==> config.mk <==
export PLATFORM = sky130hd
export DESIGN_NAME = imem_loadable
export DESIGN_NICKNAME = d
export VERILOG_FILES = /design/src/rtl/imem_pkg.sv /design/src/rtl/imem_ram.sv /design/src/rtl/imem_loadable.sv
export SDC_FILE = /design/constraint.sdc
export NUM_CORES = 2
export LEC_CHECK = 0
export CAP_MARGIN = 10
export CELL_PAD_IN_SITES_DETAIL_PLACEMENT = 1
export CELL_PAD_IN_SITES_GLOBAL_PLACEMENT = 1
export CORE_MARGIN = 2
export CORE_UTILIZATION = 45
export DETAILED_ROUTE_END_ITERATION = 8
export PLACE_DENSITY = 0.66
export SYNTH_ARGS = -nofsm -noshare
export SYNTH_HDL_FRONTEND = slang
export SYNTH_SLANG_ARGS = --single-unit
==> constraint.sdc <==
create_clock -name CLK -period 6.5 [get_ports CLK]
set_clock_uncertainty 0.15 [all_clocks]
set_input_delay 1.95 -clock CLK [delete_from_list [all_inputs] [get_ports CLK]]
set_output_delay 1.95 -clock CLK [all_outputs]
set_load 0.01 [all_outputs]
==> src/rtl/imem_pkg.sv <==
// imem_pkg
// Shared definitions for the loadable instruction memory:
//   - imemState_t : controller states (EMPTY, LOAD, RUN)
//   - NOP         : MIPS no-op word returned for unloaded addresses
//   - evenParity  : even-parity bit over a zero-extended word
package imem_pkg;

  typedef enum logic [1:0] {
    EMPTY = 2'd0,
    LOAD  = 2'd1,
    RUN   = 2'd2
  } imemState_t;

  localparam logic [31:0] NOP = 32'h0000_0000;

  // Widest word the parity helper accepts; callers zero-extend with a cast.
  localparam int PARITY_MAX_W = 64;

  // XOR of all bits: storing this alongside the word makes the whole
  // entry have an even number of ones.
  function automatic logic evenParity(input logic [PARITY_MAX_W-1:0] word);
    return ^word;
  endfunction

endpackage

==> src/rtl/imem_ram.sv <==
// imem_ram
// Plain simple-dual-port RAM array: one synchronous write port and one
// synchronous read port. No reset, so it maps onto block RAM.
// Ports:
//   clock        in   rising-edge clock
//   writeEn      in   write strobe
//   writeAddr    in   write word address
//   writeData    in   write word
//   readEn       in   read strobe; readData updates only when set
//   readAddr     in   read word address
//   readData     out  registered read word (holds between reads)
module imem_ram #(
  parameter int WIDTH  = 32,
  parameter int DEPTH  = 64,
  parameter int ADDR_W = $clog2(DEPTH)
) (
  input  logic              clock,
  input  logic              writeEn,
  input  logic [ADDR_W-1:0] writeAddr,
  input  logic [WIDTH-1:0]  writeData,
  input  logic              readEn,
  input  logic [ADDR_W-1:0] readAddr,
  output logic [WIDTH-1:0]  readData
);

  logic [WIDTH-1:0] mem [DEPTH];

  // Write and registered read; the read register holds its value when
  // readEn is low so the fetch port can keep presenting the last word.
  always_ff @(posedge clock) begin
    if (writeEn) begin
      mem[writeAddr] <= writeData;
    end
    if (readEn) begin
      readData <= mem[readAddr];
    end
  end

endmodule

==> src/rtl/imem_loadable.sv <==
// imem_loadable
// Run-time loadable instruction memory for the MIPS core. A boot loader
// fills the RAM word by word over a valid/ready handshake; the core then
// fetches with one-cycle latency. Addresses at or beyond the loaded length
// read as NOP.
// Optional feature: define IMEM_PARITY_EN to store an even-parity bit per
// word and report mismatches on ParityErr (tied 0 otherwise).
// Ports:
//   CLK, RESET   clock and asynchronous active-high reset
//   LoadStart    pulse: (re)start a load at word 0
//   LoadValid    loader word valid
//   LoadData     loader word
//   LoadLast     marks the final program word
//   LoadReady    out: high while in LOAD
//   Busy         out: high in EMPTY and LOAD (core must stall)
//   Length       out: number of words loaded (ADDR_W+1 bits)
//   FetchReq     fetch request
//   FetchAddr    fetch word address
//   FetchValid   out: FetchData valid this cycle
//   FetchData    out: fetched instruction
//   ParityErr    out: parity mismatch on the current fetched word
module imem_loadable
  import imem_pkg::*;
#(
  parameter int DATA_W = 32,
  parameter int ADDR_W = 6
) (
  input  logic              CLK,
  input  logic              RESET,
  input  logic              LoadStart,
  input  logic              LoadValid,
  input  logic [DATA_W-1:0] LoadData,
  input  logic              LoadLast,
  output logic              LoadReady,
  output logic              Busy,
  output logic [ADDR_W:0]   Length,
  input  logic              FetchReq,
  input  logic [ADDR_W-1:0] FetchAddr,
  output logic              FetchValid,
  output logic [DATA_W-1:0] FetchData,
  output logic              ParityErr
);

  localparam int DEPTH = 2 ** ADDR_W;

`ifdef IMEM_PARITY_EN
  localparam int RAM_W = DATA_W + 1;
`else
  localparam int RAM_W = DATA_W;
`endif

  imemState_t        state;
  imemState_t        nextState;
  logic [ADDR_W-1:0] wrPtr;
  logic [ADDR_W:0]   lengthQ;
  logic              accept;
  logic              fetchAccept;
  logic              fetchValidQ;
  logic              inRangeQ;
  logic [RAM_W-1:0]  ramWriteData;
  logic [RAM_W-1:0]  ramReadData;

  // Handshake qualifiers. LoadStart wins over everything: a restart drops a
  // word offered in the same cycle, and a reload drops a same-cycle fetch.
  always_comb begin
    accept      = (state == LOAD) && LoadValid && !LoadStart;
    fetchAccept = (state == RUN) && FetchReq && !LoadStart;
  end

  // Next-state logic. The last pointer value (all ones) ends the load even
  // without LoadLast, so a full memory always reaches RUN.
  always_comb begin
    nextState = state;
    case (state)
      EMPTY: begin
        if (LoadStart) nextState = LOAD;
      end
      LOAD: begin
        if (LoadStart) begin
          nextState = LOAD;
        end else if (accept && (LoadLast || (&wrPtr))) begin
          nextState = RUN;
        end
      end
      RUN: begin
        if (LoadStart) nextState = LOAD;
      end
      default: nextState = EMPTY;
    endcase
  end

  // State register.
  always_ff @(posedge CLK or posedge RESET) begin
    if (RESET) begin
      state <= EMPTY;
    end else begin
      state <= nextState;
    end
  end

  // Write pointer and loaded length. Length is one bit wider than the
  // pointer so a full load reads as DEPTH instead of wrapping to 0.
  always_ff @(posedge CLK or posedge RESET) begin
    if (RESET) begin
      wrPtr   <= '0;
      lengthQ <= '0;
    end else if (LoadStart) begin
      wrPtr   <= '0;
      lengthQ <= '0;
    end else if (accept) begin
      wrPtr   <= wrPtr + ADDR_W'(1);
      lengthQ <= {1'b0, wrPtr} + (ADDR_W + 1)'(1);
    end
  end

  // Fetch pipeline register. inRangeQ only updates on an accepted fetch so
  // that FetchData (RAM output masked by inRangeQ) holds between requests;
  // its reset value of 0 forces FetchData to NOP before any fetch.
  always_ff @(posedge CLK or posedge RESET) begin
    if (RESET) begin
      fetchValidQ <= 1'b0;
      inRangeQ    <= 1'b0;
    end else begin
      fetchValidQ <= fetchAccept;
      if (fetchAccept) begin
        inRangeQ <= ({1'b0, FetchAddr} < lengthQ);
      end
    end
  end

`ifdef IMEM_PARITY_EN
  always_comb begin
    ramWriteData = {evenParity(PARITY_MAX_W'(LoadData)), LoadData};
  end
`else
  always_comb begin
    ramWriteData = LoadData;
  end
`endif

  imem_ram #(
    .WIDTH (RAM_W),
    .DEPTH (DEPTH),
    .ADDR_W(ADDR_W)
  ) uRam (
    .clock    (CLK),
    .writeEn  (accept),
    .writeAddr(wrPtr),
    .writeData(ramWriteData),
    .readEn   (fetchAccept),
    .readAddr (FetchAddr),
    .readData (ramReadData)
  );

  assign LoadReady  = (state == LOAD);
  assign Busy       = (state != RUN);
  assign Length     = lengthQ;
  assign FetchValid = fetchValidQ;
  assign FetchData  = inRangeQ ? ramReadData[DATA_W-1:0] : DATA_W'(NOP);

`ifdef IMEM_PARITY_EN
  // A stored entry with correct parity XORs to 0 over all RAM_W bits.
  // Out-of-range words are NOP, not RAM contents, so they never flag.
  assign ParityErr = fetchValidQ && inRangeQ && (^ramReadData);
`else
  assign ParityErr = 1'b0;
`endif

endmodule

==> flow_metrics.py <==
metrics = {
    "finish": {
        "final_net_count": 3822,
        "fin_area_um2": 91650,
        "fin_util": 0.5198,
        "final_cell_mix": "2,080 x edfxtp_1, 503 x mux4_2, 211 x clkbuf_16, 138 x buf_4, 116 x mux2i_1",
        "area_delta_synth_final_pct": 14.57,
        "layout_commonest_cell": "edfxtp_1",
        "drive_gt1_frac": 0.2812,
    },
    "yosys": {
        "syn-num-nets": 3532,
        "synth_area_um2": 79990,
        "synth_area_per_cell_um2": 22.97,
        "yosysSeqAreaShare": 0.7843,
        "synth_cell_types": 46,
        "synth_flop_cell": "edfxtp_1",
        "synth-warning-count": 0,
        "synthCells": 3482,
        "synth_seq_cells": 2091,
        "synth-async-reset-ratio": 0.005261,
        "synth_edf_count": 2080,
    },
    "placed_design": {
        "post-dp-hpwl_um": 123700,
        "place_area_um2": 84950,
        "gp_congestion": 0.8359,
        "io_buffers": 85,
    },
    "floorplanning": {
        "core-area_um2": 176300,
        "fp-row-count": 154,
        "boundaryPins": 87,
        "die_area_um2": 181200,
        "die_width_um": 425.6,
        "start_util": 0.4537,
        "dieHeight_um": 425.6,
    },
    "cts": {
        "cts.sinks": 2091,
        "numCtsBuffers": 208,
        "hold_buffers": 0,
        "ctsResizeCount": 0,
        "h-tree-depth": 4,
        "clk_latency_ns": 0.84,
        "tritoncts": "yes",
        "cts_root_buf": "clkbuf_16",
        "cts_setup_buffers": 0,
        "cts.clk_slew.worst_paths_ns": 0.06,
        "clockBufferDepth": 3,
    },
    "sta": {
        "slew_violations": 0,
        "fin_crit_ns": 4.860,
        "setup_viol": 0,
        "setup_tns_ns": 0,
        "fmax_mhz": 205.8,
        "hold_viol": 0,
        "rsz0062_at_grt": "no",
        "relSlewSlack": 0.1896,
        "finalCritPeriodShare": 0.7476,
        "worst_pin_slew_ns": 1.216,
    },
    "global_routing": {
        "gr-total-overflow": 0,
        "grt_pass1_vias": 39655,
        "grt.total_usage": 0.2378,
        "antenna_found_initial": 9,
        "grt_max_degree": 106,
        "grt_pass1_wl_um": 303400,
    },
    "detailed_routing": {
        "drt-total-wl_um": 213600,
        "viasPerCell": 6.094,
        "drtIter0Drc": 5070,
        "firstDrtPassIters": 5,
        "drc": 0,
        "met3_length_um": 15460,
        "vias": 38323,
        "drtAntennaViolNets": 0,
        "wire_per_inst_um": 33.96,
        "wl_met1_um": 87910,
        "top_layer": "met5",
        "wl_met2_um": 105900,
    },
    "power_and_ir_drop": {
        "swShare": 0.2167,
        "power.switching_uw": 6074,
        "pwr-share-comb": 0.052,
        "seqPwrFrac": 0.532,
        "leakage_uw": 0.02851,
        "p_per_area_nw_per_um2": 305.8,
        "ir_drop_mv": 0.2839,
        "clkPwrFrac": 0.416,
        "p_int_uw": 21950,
    },
    "worst_setup_path": {
        "startpoint_type": "register",
        "crit_type": "reg -> out",
        "crit_fanout": 33,
        "critPathArrivalTime_ns": 2.76,
        "end_kind": "output pin",
        "crit_required_ns": 4.40,
    },
    "run": {
        "maxCapViolCount": 0,
    },
    "status": {
        "status": "finished, final reports clean",
    },
    "hold_path": {
        "hp-class": "reg -> reg",
    },
}
==> per-stage QoR <==
stage | hold WS, ns | instances | setup WS, ns | total power, uW
final | 0.3757 | 6289 | 1.640 | 28030
after global routing | 0.4159 | 6287 | 1.411 | 28740
after CTS | 0.3765 | 6282 | 1.455 | 28200
after detailed placement | 0.3635 | 5897 | 1.079 | 16660
after global placement | 0.3567 | 5897 | 1.120 | 16630
after floorplan | 0.3081 | 3482 | 1.188 | 15910
==> flip-flops by register name (all words and copies together), names as in the netlist <==
| register | count |
|---|---|
| Length | 2 |
| wrPtr | 5 |
| FetchValid | 1 |
| uRam.readData | 32 |
| inRangeQ | 1 |
| uRam.mem | 2048 |
| state | 2 |
==> power groups by stage <==
stage               clock network [uW]  registers (uW)  logic [uW]
floorplan                            0           15200         755
CTS                              11800           14900        1470
detailed placement                   0           15200        1470
global route                     12300           14900        1540
finish                           11700           14900        1460
global placement                     0           15200        1440
==> critical path, cell delays in order, from the launching register on <==
cell             delay (ns)
dfrtp_2                0.88
and2_1                 0.40
clkdlybuf4s50_1        0.61
==> path summary, 6_finish.rpt <==
kind,from,end,slack (ns),cells after the start
min in group asynchronous,RESET,state[1]$_DFFE_PP0P_,1.26,2
max in group asynchronous,RESET,inRangeQ$_DFFE_PP0P_,4.61,2
setup reg to reg,state[1]$_DFFE_PP0P_,uRam.mem[14][16]$_DFFE_PP_,3.45,5
setup / recovery,inRangeQ$_DFFE_PP0P_,FetchData[22],1.64,2
hold reg to reg,state[1]$_DFFE_PP0P_,state[0]$_DFFE_PP0P_,0.38,1
hold / removal,state[1]$_DFFE_PP0P_,state[0]$_DFFE_PP0P_,0.38,1
==> synthesized netlist by cell type, types with 18 or more instances <==
library cell | instances | share of area
a21oi_1 | 36 | 0.0023
a221oi_1 | 50 | 0.0055
and2_1 | 35 | 0.0027
buf_2 | 61 | 0.0038
buf_4 | 38 | 0.0036
buf_6 | 28 | 0.0039
clkbuf_1 | 56 | 0.0026
edfxtp_1 | 2080 | 0.78
mux2_2 | 33 | 0.0046
mux2i_1 | 116 | 0.015
mux4_2 | 503 | 0.14
nand2_1 | 32 | 0.0015
nor2_1 | 98 | 0.0046
nor3_1 | 18 | 0.0011
o21ai_0 | 53 | 0.0033
o21ai_1 | 28 | 0.0018
o221ai_1 | 33 | 0.0036
o22ai_1 | 48 | 0.0038
==> routing by layer <==
metal  up-vias  global-route usage
met5         -                   0
met4         2             0.05278
met3       274             0.04104
met2      1522              0.3863
met1     21059              0.3397
li1      15466                   -
==> cell type report <==
type | instances | area (um^2)
Timing Repair Buffer | 274 | 2766
Clock buffer | 253 | 5438
Tap cell | 2340 | 2928
Inverter | 9 | 33.78
Sequential cell | 2091 | 62740
Fill cell | 15152 | 84660
Multi-Input combinational cell | 1188 | 16570
Antenna cell | 2 | 5.005
Clock inverter | 132 | 1169
==> kinds of logic after synthesis <==
| kind of cell | after synthesis | synth area share |
|---|---|---|
| DFF | 2091 | 0.7843 |
| muxes | 652 | 0.1608 |
| AOI/OAI and AO/OA | 293 | 0.02489 |
| and+or+nand+nor | 233 | 0.01387 |
| buffers and inverters | 203 | 0.01489 |
| adders and majority gates | 6 | 0.0009385 |
| xor gates and xnor gates | 3 | 0.0003285 |
| other | 1 | 0.00004688 |
No activity file was read; power rests on OpenSTA's default activity.
